===== src/rtl/booth_mul_arbiter_pkg.sv =====
`default_nettype none
// ============================================================================
//  Module      : booth_mul_arbiter_pkg
//  Description : Shared types and width helpers for the Booth multiplier
//                round-robin arbiter.
//  Revision    : 1.0  initial release
// ============================================================================
package booth_mul_arbiter_pkg;

    // Arbiter FSM states
    typedef enum logic [1:0] {
        ST_IDLE   = 2'd0,
        ST_LAUNCH = 2'd1,
        ST_WAIT   = 2'd2,
        ST_RESP   = 2'd3
    } state_t;

    // Product width of a radix-8 Booth multiplier with K-bit operands
    function automatic int pw(input int k);
        return 2 * k + 3;
    endfunction

    // Width of a counter that must be able to hold the value TMO
    function automatic int wdw(input int tmo);
        return $clog2(tmo + 1);
    endfunction

endpackage
`default_nettype wire


===== src/rtl/booth_mul_arbiter_rr_picker.sv =====
`default_nettype none
// ============================================================================
//  Module      : booth_mul_arbiter_rr_picker
//  Description : Combinational round-robin pick: first requester at or above
//                the pointer, otherwise the lowest requester (wrap-around).
//  Revision    : 1.0  initial release
// ============================================================================
module booth_mul_arbiter_rr_picker
    import booth_mul_arbiter_pkg::*;
#(
    parameter int NREQ = 4
) (
    input  logic [NREQ-1:0]         i_req,
    input  logic [$clog2(NREQ)-1:0] i_rr_ptr,
    output logic [NREQ-1:0]         o_winner,
    output logic [$clog2(NREQ)-1:0] o_winner_idx,
    output logic                    o_any_req
);

    localparam int IW = $clog2(NREQ);

    logic          w_hi_found;
    logic [IW-1:0] w_hi_idx;
    logic [IW-1:0] w_lo_idx;

    // Lowest set index at/above the pointer, and lowest set index overall
    always_comb begin
        w_hi_found = 1'b0;
        w_hi_idx   = '0;
        w_lo_idx   = '0;
        for (int i = NREQ - 1; i >= 0; i--) begin
            if (i_req[i]) begin
                w_lo_idx = IW'(i);
                if (IW'(i) >= i_rr_ptr) begin
                    w_hi_idx   = IW'(i);
                    w_hi_found = 1'b1;
                end
            end
        end
    end

    assign o_any_req    = |i_req;
    assign o_winner_idx = w_hi_found ? w_hi_idx : w_lo_idx;

    generate
        for (genvar g = 0; g < NREQ; g++) begin : g_onehot
            assign o_winner[g] = o_any_req && (o_winner_idx == IW'(g));
        end
    endgenerate

endmodule
`default_nettype wire


===== src/rtl/booth_mul_arbiter.sv =====
`default_nettype none
// ============================================================================
//  Module      : booth_mul_arbiter
//  Description : Round-robin scheduler sharing one radix-8 Booth multiplier
//                among NREQ requesters, with a WAIT-state watchdog.
//  Revision    : 1.0  initial release
// ============================================================================
module booth_mul_arbiter
    import booth_mul_arbiter_pkg::*;
#(
    parameter int K    = 32,
    parameter int NREQ = 4,
    parameter int TMO  = 64
) (
    input  logic                clk,
    input  logic                rst,
    input  logic [NREQ-1:0]     req,
    input  logic [NREQ*K-1:0]   a_in,
    input  logic [NREQ*K-1:0]   x_in,
    output logic [NREQ-1:0]     gnt,
    output logic [NREQ-1:0]     rsp_valid,
    output logic                rsp_err,
    output logic [pw(K)-1:0]    rsp_data,
    output logic [K-1:0]        mul_a,
    output logic [K-1:0]        mul_x,
    output logic                mul_start,
    input  logic                mul_done,
    input  logic [pw(K)-1:0]    mul_result,
    output logic                busy
);

    localparam int IW   = $clog2(NREQ);
    localparam int PWID = pw(K);
    localparam int WDW  = wdw(TMO);

    localparam logic [WDW-1:0] C_TMO_LAST = WDW'(TMO - 1);
    localparam logic [IW-1:0]  C_LAST_REQ = IW'(NREQ - 1);

    state_t            r_state;
    logic [IW-1:0]     r_rr_ptr;
    logic [IW-1:0]     r_cur;
    logic [WDW-1:0]    r_wd_cnt;
    logic [NREQ-1:0]   r_gnt;
    logic [NREQ-1:0]   r_rsp_valid;
    logic              r_rsp_err;
    logic [PWID-1:0]   r_rsp_data;
    logic [K-1:0]      r_mul_a;
    logic [K-1:0]      r_mul_x;
    logic              r_mul_start;
    logic              r_busy;

    logic [NREQ-1:0]   w_winner;
    logic [IW-1:0]     w_winner_idx;
    logic              w_any_req;

    booth_mul_arbiter_rr_picker #(
        .NREQ (NREQ)
    ) u_picker (
        .i_req        (req),
        .i_rr_ptr     (r_rr_ptr),
        .o_winner     (w_winner),
        .o_winner_idx (w_winner_idx),
        .o_any_req    (w_any_req)
    );

    // Arbiter FSM: grant, launch, wait with watchdog, respond
    always_ff @(posedge clk) begin
        if (!rst) begin
            r_state     <= ST_IDLE;
            r_rr_ptr    <= '0;
            r_cur       <= '0;
            r_wd_cnt    <= '0;
            r_gnt       <= '0;
            r_rsp_valid <= '0;
            r_rsp_err   <= 1'b0;
            r_rsp_data  <= '0;
            r_mul_a     <= '0;
            r_mul_x     <= '0;
            r_mul_start <= 1'b0;
            r_busy      <= 1'b0;
        end else begin
            // Strobes are single-cycle unless re-armed below
            r_gnt       <= '0;
            r_rsp_valid <= '0;
            r_mul_start <= 1'b0;
            case (r_state)
                ST_IDLE: begin
                    if (w_any_req) begin
                        r_gnt       <= w_winner;
                        r_mul_a     <= a_in[w_winner_idx*K +: K];
                        r_mul_x     <= x_in[w_winner_idx*K +: K];
                        r_cur       <= w_winner_idx;
                        r_mul_start <= 1'b1;
                        r_busy      <= 1'b1;
                        r_state     <= ST_LAUNCH;
                    end
                end
                ST_LAUNCH: begin
                    r_wd_cnt <= '0;
                    r_state  <= ST_WAIT;
                end
                ST_WAIT: begin
                    r_wd_cnt <= r_wd_cnt + WDW'(1);
                    // A completion in the last watchdog cycle still wins
                    if (mul_done) begin
                        r_rsp_data         <= mul_result;
                        r_rsp_err          <= 1'b0;
                        r_rsp_valid[r_cur] <= 1'b1;
                        r_state            <= ST_RESP;
                    end else if (r_wd_cnt == C_TMO_LAST) begin
                        r_rsp_data         <= '0;
                        r_rsp_err          <= 1'b1;
                        r_rsp_valid[r_cur] <= 1'b1;
                        r_state            <= ST_RESP;
                    end
                end
                ST_RESP: begin
                    // Served requester drops to lowest priority
                    r_rr_ptr <= (r_cur == C_LAST_REQ) ? '0 : r_cur + IW'(1);
                    r_busy   <= 1'b0;
                    r_state  <= ST_IDLE;
                end
                default: begin
                    r_busy  <= 1'b0;
                    r_state <= ST_IDLE;
                end
            endcase
        end
    end

    assign gnt       = r_gnt;
    assign rsp_valid = r_rsp_valid;
    assign rsp_err   = r_rsp_err;
    assign rsp_data  = r_rsp_data;
    assign mul_a     = r_mul_a;
    assign mul_x     = r_mul_x;
    assign mul_start = r_mul_start;
    assign busy      = r_busy;

    a_gnt_onehot0: assert property (@(posedge clk) disable iff (!rst) $onehot0(gnt));
    a_rsp_onehot0: assert property (@(posedge clk) disable iff (!rst) $onehot0(rsp_valid));
    a_start_launch: assert property (@(posedge clk) disable iff (!rst)
        mul_start |-> (r_state == ST_LAUNCH));
    a_single_outstanding: assert property (@(posedge clk) disable iff (!rst)
        mul_start |=> !mul_start);

endmodule
`default_nettype wire


===== config.mk =====
export PLATFORM = sky130hd
export DESIGN_NAME = booth_mul_arbiter
export DESIGN_NICKNAME = d
export VERILOG_FILES = /design/src/rtl/booth_mul_arbiter_pkg.sv /design/src/rtl/booth_mul_arbiter_rr_picker.sv /design/src/rtl/booth_mul_arbiter.sv
export SDC_FILE = /design/constraint.sdc
export NUM_CORES = 1
export LEC_CHECK = 0
export CORE_AREA = 4 4 184 186
export CTS_CLUSTER_DIAMETER = 30
export DETAILED_ROUTE_END_ITERATION = 16
export DIE_AREA = 0 0 188 190
export DONT_BUFFER_PORTS = 1
export MAX_ROUTING_LAYER = met4
export PLACE_DENSITY = 0.38
export SYNTH_ARGS = -nofsm -noshare
export SYNTH_HDL_FRONTEND = slang
export SYNTH_SLANG_ARGS = --single-unit

===== constraint.sdc =====
create_clock -name clk -period 2.5 [get_ports clk]
set_clock_uncertainty 0.05 [all_clocks]
set_input_delay 0.625 -clock clk [delete_from_list [all_inputs] [get_ports clk]]
set_output_delay 0.625 -clock clk [all_outputs]
set_load 0.02 [all_outputs]

; ---- Yosys cells after proc, flatten, opt, wreduce, memory -nomap -nowiden
; Index checks and enable logic that the tools add are counted.
[word_totals]
mem_bits_rw = 0
latch_bits = 0
memories = 0
mem_bits_ro = 0
input_bits = 330
regBits = 155
output_inout_bits = 142
word_cells = 88
[classes]
n_eq_ne = 10
n_lt_le_gt_ge = 6
mux = 38
n_reduce_logical = 18
bitwise = 0
n_mul = 0
shifts = 2
div = 0
add_sub_neg = 2
[op_table]
columns = cell, count
row1 = indexed part select 128 x 8 -> 32 bit, 2
row2 = two-way mux 67 bit, 2
row3 = two-way mux 2 bit, 17
row4 = case mux 7 bit (2 select lines), 1
row5 = two-way mux 1 bit, 13
row6 = AND reduction 2 bit, 6
row7 = == test 2 bit (second input constant), 5
row8 = two-way mux 4 bit, 2
row9 = case mux 2 bit (4 select lines), 1
row10 = adder 7 x 1 -> 7 bit (second input constant), 1
row11 = == test 7 x 6 -> 1 bit (second input constant), 1
row12 = nonzero test 2 bit, 3
row13 = logical AND 1 bit, 5
row14 = == test 2 x 1 -> 1 bit (second input constant), 2
row15 = greater-or-equal comparator 1 x 2 -> 1 bit (first input constant), 2
row16 = greater-or-equal comparator 2 bit (first input constant), 2
row17 = zero test 2 bit, 2
row18 = OR reduction 4 bit, 1
row19 = less-than comparator 2 x 3 -> 1 bit (second input constant), 1
row20 = inequality test 3 bit (second input constant), 1
row21 = AND reduction 3 bit, 1
row22 = adder 2 x 1 -> 2 bit (second input constant), 1
row23 = demux 1 bit (select 2 bit), 1
row24 = greater-or-equal comparator 2 x 1 -> 1 bit (second input constant), 1
row25 = other kinds (2), 2

; ---- Depth between registers and ports, before layout
[depth]
word_depth = 12
mapped_depth = 8
mapped_depth_nobuf = 6

; ---- By module
; A second synthesis with hierarchy kept.
[hier_totals]
hier_cells = 671
area_unflattened_um2 = 7417.1
[by_module_without_submodules]
columns = module, cells_per_inst, seq_area_each_um2, n_inst, area_per_inst_um2
row1 = booth_mul_arbiter, 634, 3103.0, 1, 7186.9
row2 = booth_mul_arbiter_rr_picker, 37, 0.0, 1, 230.2

; ---- Worst setup path before layout
; Ideal clock, no wire load.
[synth_path]
kind = input to register
from = in req[3]
to = reg r_mul_x[10], in the netlist mul_x[10]
path_buffers = 3
path_slack_ps = 544
setup_ps = 124
required_ps = 2326
path_stages = 8
arrival_time_ps = 1781
cell_sequence = buf_4 -> nor4_4 -> nor2b_2 -> buf_6 -> clkbuf_1 -> o21ai_0 -> or2_1 -> o22ai_1
[synth_via]
elab_chain_cells = 9
word_cells_on_any_way = 22
cone_classes = shift (1) / mux (19) / reduce/logical (2)
[synth_rtl]
columns = item, line_no
row1 = "start, declared", booth_mul_arbiter.sv:17  ; input logic [NREQ-1:0] req,
row2 = two-way mux 2 bit or two-way mux 1 bit (tied branches), booth_mul_arbiter_rr_picker.sv:32  ; if (i_req[i]) begin
row3 = two-way mux 2 bit or two-way mux 1 bit (tied branches), booth_mul_arbiter_rr_picker.sv:34  ; if (IW'(i) >= i_rr_ptr) begin
row4 = two-way mux 2 bit or two-way mux 1 bit (tied branches), booth_mul_arbiter_rr_picker.sv:32
row5 = two-way mux 2 bit or two-way mux 1 bit (tied branches), booth_mul_arbiter_rr_picker.sv:34
row6 = two-way mux 2 bit or two-way mux 1 bit (tied branches), booth_mul_arbiter_rr_picker.sv:32
row7 = two-way mux 2 bit or two-way mux 1 bit (tied branches), booth_mul_arbiter_rr_picker.sv:34
row8 = two-way mux 2 bit or two-way mux 1 bit (tied branches), booth_mul_arbiter_rr_picker.sv:32
row9 = two-way mux 2 bit, booth_mul_arbiter_rr_picker.sv:43  ; assign o_winner_idx = w_hi_found ? w_hi_idx : w_lo_idx;
row10 = indexed part select 128 x 8 -> 32 bit, booth_mul_arbiter.sv:91  ; r_mul_x <= x_in[w_winner_idx*K +: K];
row11 = "end signal, assigned", booth_mul_arbiter.sv:91
row12 = "end, declared", booth_mul_arbiter.sv:48  ; logic [K-1:0] r_mul_x;
; Several ways; a longest one is shown, not always the timed one.
; A chain may end at the register's enable or synchronous reset.

; ---- Worst setup path in the final report
[layout_path]
from = reg r_wd_cnt[0]
to = reg r_rsp_data[28], in the netlist rsp_data[28]
[layout_via]
elab_chain_cells = 3
[layout_rtl]
columns = item, line_no
row1 = "start, declared", booth_mul_arbiter.sv:42  ; logic [WDW-1:0] r_wd_cnt;
row2 = "start signal, assigned", booth_mul_arbiter.sv:103  ; r_wd_cnt <= r_wd_cnt + WDW'(1);
row3 = == test 7 x 6 -> 1 bit, booth_mul_arbiter.sv:110  ; end else if (r_wd_cnt == C_TMO_LAST) begin
row4 = nonzero test 2 bit (no line), n/a
row5 = AND reduction 2 bit (no line), n/a
row6 = "end signal, assigned", booth_mul_arbiter.sv:106  ; r_rsp_data <= mul_result;
row7 = "end, declared", booth_mul_arbiter.sv:46  ; logic [PWID-1:0] r_rsp_data;
; No other way between the ends.

==> out/metrics.cfg <==
[setup_path]
end_kind=flip-flop
path_class=flip-flop to flip-flop
cp_max_fo=35
rr_worst_depth=7
crit_arrival_ns=2.43
crit_path_start_kind=flip-flop
r2r-end=rsp_data[28]
reg2reg_slack_ns=0.39
rr_startpoint=r_wd_cnt[0]
cp.required_ns=2.82

[global_route]
grt_pass1_wl_um=41810
grt_max_degree=149
grt_pass1_vias=6083
antenna_found_initial=4
grt_usage=0.1613
overflow=0

[power]
power.density_nw_per_um2=1132
peakVddDrop_v=0.0005520
leakage_nw=3.061
p_comb_frac=0.278
p_int_w=0.005937
total_switching_power_w=0.004012
p_seq_frac=0.441
swShare=0.4033
pwr-share-clk=0.281

[timing]
max_slew.worst_pin.slew_ns=0.5482
finalSetupViolCount=0
fmax_ghz=0.4746
slew_violations=0
fin_worst_hold_slack_ns=0.2880
min_period_over_period=0.8428
rsz0062_at_grt=no
final-hold-violation-count=0
slew_headroom=0.6341
finalSetupTns_ns=0
min_period_ns=2.107

[floorplanning]
io_pins=472
fp.dieH_um=190
coreArea_um2=32290
die-area_um2=35720
row_count=66
initial_utilization=0.2416
die_x_um=188

[routing]
num_vias=6130
drtPass1Iterations=4
drt-total-wl_um=29540
drc=0
avgRoutedWirePerCell_um=24.27
ant_nets=0
drt_iter0_drc=255
vias_per_cell=5.037

[cts]
numCtsBuffers=17
cts-root-buf=clkbuf_16
cts.sinks=155
clk_pin_slew_ns=0.06
postCtsSetupBuffers=0
cts_hold_buf=0
cts_tree=done
postCtsResizedCells=0
cts_max_level=4
cts_max_path_buffers=2
clock_latency_ns=0.44

[logic_synthesis]
synth_edf_count=0
synth_cell_type_count=52
seq_area_frac_synth=0.3978
syn-cell-area_um2=7800
ys_ff_latch=155
syn_nets=1138
synthFlopType=dfxtp_1
synth.avg_cell_area_um2=9.762
syn_inst=799
ys_async_sr_fraction=0
yosys_warnings=0

[final_layout]
num-nets-final=1099
postLayoutCoreUtil=0.2723
area_growth_pct=12.72
drive_gt1_frac=0.1310

[place]
hpwlAfterDp_um=22130
place.port_buffers=0
gp_congestion=0.7760

[min_path]
hold_depth=2
whs_endpoint=gnt[3]
hp-start=req[3]
hp-class=input port to flip-flop

[run]
maxCapViolCount=0

[run_status]
run_status=complete, no violations

[power by group through the flow]
stage	logic [W]	registers (W)	clock network, W
3_3_place_gp	0.00280	0.00448	0
5_1_grt	0.00308	0.00446	0.00300
2_1_floorplan	0.00227	0.00416	0
3_5_place_dp	0.00280	0.00446	0
4_1_cts	0.00281	0.00441	0.00290
6_report	0.00276	0.00439	0.00280
[sequential cells by signal, summed over array words and instances (netlist names), 4 cells and up]
name       cells
r_wd_cnt       7
mul_a         32
gnt            4
mul_x         32
rsp_data      67
rsp_valid      4
[per-stage QoR]
stage / power [W] / worst slack (ns) / std cells / cell area [µm²]
floorplan: 0.006429 / 0.5444 / 799 / 7800
global placement: 0.007285 / 0.3661 / 1183 / 8169
detailed placement: 0.007263 / 0.3607 / 1183 / 8169
CTS: 0.01012 / 0.3760 / 1213 / 8782
global route: 0.01054 / 0.1878 / 1217 / 8792
finish: 0.009949 / 0.3931 / 1217 / 8792
[cell type report]
class	instances	area, µm²
sequential	155	3103
inverter	9	33.78
antenna	4	10.01
tap	442	553.0
clock inverter	11	170.2
timing repair buffer	21	257.7
clock buffer	19	442.9
multi-input combinational	556	4222
fill	3432	23500
[how the worst max path moves through the flow]
stage	from	end	depth (start not counted)
CTS	r_wd_cnt[0]	rsp_data[54]	7
finish	r_wd_cnt[0]	rsp_data[28]	7
global route	r_wd_cnt[0]	rsp_data[64]	7
floorplan	req[3]	mul_x[10]	8
detailed placement	req[0]	mul_x[7]	7
global placement	req[0]	mul_x[14]	7
[layout by cell type, fill, tap and decap left out, drive strengths merged, types with 2 or more instances in the layout]
master / netlist / layout
nand3: 12 / 12
a221oi: 56 / 56
o22ai: 57 / 57
nor3: 3 / 3
nor2: 10 / 10
clkinv: 0 / 6
a21oi: 4 / 4
clkbuf: 32 / 19
nand2b: 4 / 4
bufinv: 0 / 4
buf: 47 / 21
and2: 5 / 5
dfxtp: 155 / 155
a21boi: 2 / 2
ha: 9 / 9
o21ai: 71 / 71
nand4: 10 / 10
or2: 55 / 55
o31ai: 9 / 9
xnor2: 2 / 2
inv: 9 / 10
and3: 6 / 6
a22oi: 67 / 67
diode: 0 / 4
nor2b: 77 / 77
nand2: 8 / 8
a31o: 8 / 8
mux2i: 65 / 65
xor2: 3 / 3
[worst max-delay path, stage by stage, from the launching register on]
cell	delay, ns
dfxtp_1	0.34
ha_1	0.23
and4_1	0.22
a31oi_1	0.32
nand2b_2	0.39
buf_12	0.25
a22oi_1	0.11
nor2b_1	0.13
[cells by family after synthesis]
family                     synth area share
AOI/OAI and AO/OA                    0.2786
and+or+nand+nor                      0.1537
DFF                                  0.3978
buffers and inverters               0.06641
muxes                               0.08341
adders and majority gates           0.01444
xor gates and xnor gates           0.005615
[cells in the mapped netlist (2+ instances only)]
library cell	number	area, µm²
dfxtp_1	155	3103
nor2b_1	73	456.7
a22oi_1	67	503.0
mux2i_1	65	650.6
o21ai_0	60	300.3
o22ai_1	56	350.3
or2_1	47	294.0
clkbuf_1	31	116.4
a221oi_2	29	435.4
a221oi_1	27	236.5
buf_2	20	100.1
buf_6	13	146.4
nand3_1	12	60.06
buf_4	11	82.58
o21ai_1	11	55.05
nand4_1	10	62.56
nor2_1	10	37.54
ha_1	9	112.6
inv_1	9	33.78
o31ai_1	9	67.56
a31o_1	8	70.07
nand2_1	8	30.03
or2_2	8	50.05
and3_1	6	37.54
and2_1	5	31.28
a21oi_1	4	20.02
nand2b_1	4	25.02
nor2b_4	3	41.29
xor2_1	3	26.28
buf_8	2	30.03
nor3_1	2	10.01
xnor2_1	2	17.52
[layer usage]
metal | wire, µm | part of all wire | global-route usage | up-vias
met5 | 0 | 0 | - | -
met4 | 652 | 0.022 | 0.05731 | 0
li1 | - | - | - | 2936
met2 | 15040 | 0.51 | 0.2761 | 347
met3 | 3090 | 0.10 | 0.07248 | 25
met1 | 10750 | 0.36 | 0.1642 | 2822
Power figures use the tool's default switching activity.
